==> src/rtl/uart_autobaud.sv <==
// rtl/uart_autobaud.sv - autobaud measurer for a 0x55 sync char; optional UART_AUTOBAUD_SEGCHECK_EN
module uart_autobaud #(
    parameter int unsigned OS_LOG2     = 4,
    parameter int unsigned MIN_CNT     = 64,
    parameter int unsigned MAX_CNT     = 1048575,
    parameter logic [31:0] BRD_DEFAULT = 32'd1736
) (
    input  logic        clock,
    input  logic        reset,
    input  logic        rx,
    input  logic        start,
    output logic        busy,
    output logic        valid,
    output logic        error,
    output logic [31:0] brd
);
    typedef enum logic [2:0] {
        S_IDLE, S_ARM, S_HUNT, S_MEAS, S_DONE, S_FAIL, S_WAIT
    } state_t;

    localparam logic [31:0] MAX_W = 32'(MAX_CNT);
    localparam logic [31:0] MIN_W = 32'(MIN_CNT);

    state_t      state_q;
    logic        meta_q, sync_q0, sync_q1;
    logic [31:0] cnt_q, cnt_d, n_q, brd_q, brd_d;
    logic [2:0]  fcount_q;
    logic        busy_q, valid_q, error_q;
    logic        fall, seg_bad;

    assign fall  = sync_q1 & ~sync_q0;
    assign cnt_d = (cnt_q == MAX_W) ? cnt_q : cnt_q + 32'd1;
    assign brd_d = (n_q << 3) >> OS_LOG2;

`ifdef UART_AUTOBAUD_SEGCHECK_EN
    logic        rise, s0_ok_q;
    logic [31:0] s0_q, last_q, seg_len, seg_diff;

    // Every edge-to-edge segment after the first must stay within s0/4 of s0.
    assign rise     = ~sync_q1 & sync_q0;
    assign seg_len  = cnt_q - last_q;
    assign seg_diff = (seg_len > s0_q) ? seg_len - s0_q : s0_q - seg_len;
    assign seg_bad  = s0_ok_q & (fall | rise) & (seg_diff > (s0_q >> 2));
`else
    assign seg_bad  = 1'b0;
`endif

    always_ff @(posedge clock) begin
        if (!reset) begin
            state_q  <= S_IDLE;
            meta_q   <= 1'b1;
            sync_q0  <= 1'b1;
            sync_q1  <= 1'b1;
            cnt_q    <= '0;
            n_q      <= '0;
            fcount_q <= '0;
            brd_q    <= BRD_DEFAULT;
            busy_q   <= 1'b0;
            valid_q  <= 1'b0;
            error_q  <= 1'b0;
`ifdef UART_AUTOBAUD_SEGCHECK_EN
            s0_ok_q  <= 1'b0;
            s0_q     <= '0;
            last_q   <= '0;
`endif
        end else begin
            meta_q  <= rx;
            sync_q0 <= meta_q;
            sync_q1 <= sync_q0;
            valid_q <= 1'b0;
            error_q <= 1'b0;
            case (state_q)
                S_IDLE: if (start) begin
                    state_q <= S_ARM;
                    busy_q  <= 1'b1;
                end
                S_ARM: if (sync_q0) state_q <= S_HUNT;
                S_HUNT: if (fall) begin
                    state_q  <= S_MEAS;
                    cnt_q    <= 32'd1;
                    fcount_q <= 3'd1;
`ifdef UART_AUTOBAUD_SEGCHECK_EN
                    s0_ok_q  <= 1'b0;
                    last_q   <= '0;
`endif
                end
                S_MEAS: begin
                    cnt_q <= cnt_d;
`ifdef UART_AUTOBAUD_SEGCHECK_EN
                    if (fall | rise) begin
                        last_q <= cnt_q;
                        if (!s0_ok_q) begin
                            s0_q    <= cnt_q;
                            s0_ok_q <= 1'b1;
                        end
                    end
`endif
                    if (seg_bad) begin
                        state_q <= S_FAIL;
                    end else if (fall && fcount_q == 3'd4) begin
                        n_q     <= cnt_q;
                        state_q <= S_DONE;
                    end else if (cnt_q == MAX_W) begin
                        state_q <= S_FAIL;
                    end else if (fall) begin
                        fcount_q <= fcount_q + 3'd1;
                    end
                end
                S_DONE: begin
                    if (n_q < MIN_W) begin
                        error_q <= 1'b1;
                    end else begin
                        brd_q   <= brd_d;
                        valid_q <= 1'b1;
                    end
                    busy_q  <= 1'b0;
                    state_q <= S_WAIT;
                end
                S_FAIL: begin
                    error_q <= 1'b1;
                    busy_q  <= 1'b0;
                    state_q <= S_WAIT;
                end
                S_WAIT: if (sync_q0) state_q <= S_IDLE;
                default: state_q <= S_IDLE;
            endcase
        end
    end

    assign busy  = busy_q;
    assign valid = valid_q;
    assign error = error_q;
    assign brd   = brd_q;
endmodule

==> config.mk <==
export PLATFORM = sky130hd
export DESIGN_NAME = uart_autobaud
export DESIGN_NICKNAME = d
export VERILOG_FILES = /design/src/rtl/uart_autobaud.sv
export SDC_FILE = /design/constraint.sdc
export NUM_CORES = 1
export LEC_CHECK = 0
export ABC_CLOCK_PERIOD_IN_PS = 2800
export CORE_MARGIN = 4
export CORE_UTILIZATION = 40
export CTS_CLUSTER_DIAMETER = 80
export DETAILED_ROUTE_END_ITERATION = 10
export PLACE_DENSITY_LB_ADDON = 0.15
export SYNTH_ARGS = -nofsm -noshare
export SYNTH_HDL_FRONTEND = slang
export SYNTH_SLANG_ARGS = --single-unit
==> constraint.sdc <==
create_clock -name clock -period 2.8 [get_ports clock]
set_input_delay 0.56 -clock clock [delete_from_list [all_inputs] [get_ports clock]]
set_output_delay 0.56 -clock clock [all_outputs]
set_load 0.01 [all_outputs]
==> summary.txt <==
Power
  • Switching Share: 0.225
  • Clock power share: 0.382
  • Tot Pwr: 0.00257 W
  • Maximum vdd ir drop: 241 uV
  • PD cells: 505 mW/mm^2
  • Internal power: 0.00199 W
  • Seq pwr share: 0.576
  • Switching Power: 0.000578 W
  • Comb pwr share: 0.042
  • Leak: 1.70 nW

Yosys
  • Largest family of logic cells by synthesized area: simple AND/OR/NAND/NOR gates
  • Adder-cell share of the synthesized area: 0.00847
  • Mean post-synth cell area: 8.33 um^2
  • Compound-Gate Fraction of Synth Area: 0.171
  • Synth Area in XOR/XNOR: 0.0217
  • Distinct cells, synth: 60
  • Post-synthesis sequential area ratio: 0.465
  • Syn Inst Count: 532
  • Share of flip-flops with an asynchronous set or reset: 0
  • Top FF cell, synth: dfxtp_1
  • Ys Warns: 0
  • Multiplexer share of the synthesized area: 0.0186
  • #FFs+latches synth: 103
  • Post-synth EDFFs: 0
  • Simple-Gate Fraction of Synth Area: 0.271
  • Synthesized area: 0.00443 mm^2

Place
  • Placed cell areas: 0.00487 mm^2
  • Pre-CTS setup slack: 0.391 ns
  • Placed insts: 682
  • GPL Wtd Cong: 0.824
  • IO buf count: 34
  • DP Wirelength: 7380 um

Global routing
  • Global route overflow: 0
  • Pin count of the biggest net entering global routing: 57
  • Initial antenna violation count: 0
  • Gr usage total: 0.173
  • Global-route wire length before repair: 18000 um
  • Number of global-route vias before repair: 3565

Final layout
  • NumNets Final: 560
  • # fillers: 1101
  • Share of layout cells above drive strength 1: 0.0842
  • Register Area: 0.00206 mm^2
  • Most frequent cells in the layout: 110 x nand2_1, 103 x dfxtp_1, 40 x nand3_1
  • Area of the multi-input gates: 0.00220 mm^2
  • Area growth from synthesis to layout: 14.7%
  • Post-Layout Cell Count: 698
  • Diodes inserted: 0
  • Fin area: 0.00508 mm^2
  • Most common cell after layout, fill and taps aside: nand2_1

Worst setup path
  • Crit path arrival time: 2.72 ns
  • Crit path max fanout: 19
  • Critical path endpoint category: register
  • Kind of critical path: register to register
  • Reg2Reg Depth: 6
  • Critical Path RT: 3.11 ns
  • Crit path launch type: register

STA
  • Period minus WS final: 2.41 ns
  • Fin. Hold Viols: 0
  • Worst Tran Pin Value: 0.668 ns
  • Unrepaired setup endpoints after global routing: no
  • Max-slew violation total from the final report: 0
  • Fin worst setup slack: 0.390 ns
  • Maximum clock frequency: 415 MHz
  • Period utilisation layout: 0.861
  • Rel. slew slack: 0.552
  • Clock Skew: 0.00759 ns
  • Endpoints failing setup: 0
  • Setup TNS Final: 0 ns

Clock network
  • Post-CTS Setup Bufs: 0
  • Num CTS Buffers: 9
  • PostCTS Resize Cnt: 0
  • Sink Count: 103
  • H-tree depth: 3
  • Hold Buf Count CTS: 0
  • Worst skew pair latency: 0.37 ns
  • Clock Tree Buf Depth: 2
  • CTS root buffer: clkbuf_8
  • Clock slew at reported path FFs: 0.10 ns
  • CTS tree: built

Worst hold path
  • Hold-critical path depth: 1
  • HP Class: register to register

Detailed routing
  • Routed WL: 10500 um
  • Antenna-violating nets left: 0
  • Via count: 3783
  • Initial detailed-routing violation count: 323
  • DRC: 0
  • WL per Instance: 15.1 um
  • Drt pass-1 iters: 4
  • Vias per inst: 5.42

Flow run
  • Max-cap violations: 0

Status
  • Status: completed

Die
  • Die extent in x: 113 um
  • Die area: 0.0128 mm^2
  • I/O pin count: 39
  • Die Y: 113 um
  • Starting density of the core: 0.409
  • Rows: 38
  • Core ar.: 0.0108 mm^2
## kinds of logic after synthesis
kind of cell | count (synthesis)
other | 1
multiplexers | 7
XOR/XNOR | 11
buffers and inverters | 44
AO/OA/AOI/OAI | 118
flip-flops | 103
AND/OR/NAND/NOR | 245
adder cells (fa/ha/maj) | 3
## power groups by stage
stage	combinational (W)	clock, W	sequential [W]
after detailed placement	0.000106	0	0.00151
after CTS	0.000106	0.00101	0.00148
final	0.000107	0.000981	0.00148
after global routing	0.000117	0.00107	0.00148
after floorplan	0.0000746	0	0.00151
after global placement	0.000105	0	0.00151
## worst paths after layout
check / start / endpoint / slack (ns)
worst max-delay path: cnt_q[0]$_SDFFE_PN0P_ / cnt_q[6]$_SDFFE_PN0P_ / 0.39
worst min-delay path: meta_q$_SDFF_PN1_ / sync_q0$_SDFF_PN1_ / 0.44
worst max register to register: cnt_q[0]$_SDFFE_PN0P_ / cnt_q[6]$_SDFFE_PN0P_ / 0.39
worst min register to register: meta_q$_SDFF_PN1_ / sync_q0$_SDFF_PN1_ / 0.44
## metal layers
layer / up-vias / GRT usage / share of wire
li1: 1933 / - / -
met1: 1763 / 0.250 / 0.51
met2: 75 / 0.258 / 0.42
met3: 12 / 0.0337 / 0.048
met4: 0 / 0.0633 / 0.014
met5: - / 0 / 0
## layout make-up
cell class	count	area share
Multi-Input combinational cell	388	0.433
Clock buffer	13	0.0332
Tap cell	140	0.0345
Timing Repair Buffer	44	0.0807
Inverter	7	0.00517
Clock inverter	3	0.00788
Sequential cell	103	0.406
## synth_stat cells (all sizes together) (3+ instances only)
cell	instances	area (um^2)
nor2	23	86.3
clkbuf	27	101
ha	3	37.5
or4	4	33.8
and3	11	68.8
buf	10	65.1
nor2b	3	18.8
and4	4	35.0
nand3	40	200
or2	3	18.8
xor2	4	35.0
inv	7	26.3
nand2b	5	31.3
o31ai	4	43.8
mux2i	6	60.1
nor3	4	25.0
xnor2	7	61.3
o211ai	6	45.0
a21oi	46	257
dfxtp	103	2060
o31a	3	26.3
or3	6	37.5
a31oi	6	37.5
nand4	12	81.3
nand2	110	413
o21ai	36	180
nor4	15	100
## state kept, by name, indices dropped and copies added, names as in the netlist
register / flops
fcount_q: 3
meta_q: 1
busy: 1
cnt_q: 32
sync_q1: 1
sync_q0: 1
n_q: 31
state_q: 3
valid: 1
brd: 28
error: 1
## through the flow
stage,hold WS [ns],utilization
finish,0.439,0.469
global route,0.483,0.469
CTS,0.455,0.469
detailed placement,0.435,0.450
global placement,0.396,0.450
floorplan,0.386,-
## critical path, cell delays in order, from the launching register on
cell and delay, ns:
dfxtp_1 0.42, ha_1 0.28, nand3_1 0.19, or4_4 0.59
o31ai_4 0.56, o21ai_1 0.19, a21oi_2 0.14
(Power assumes the default switching activity.)
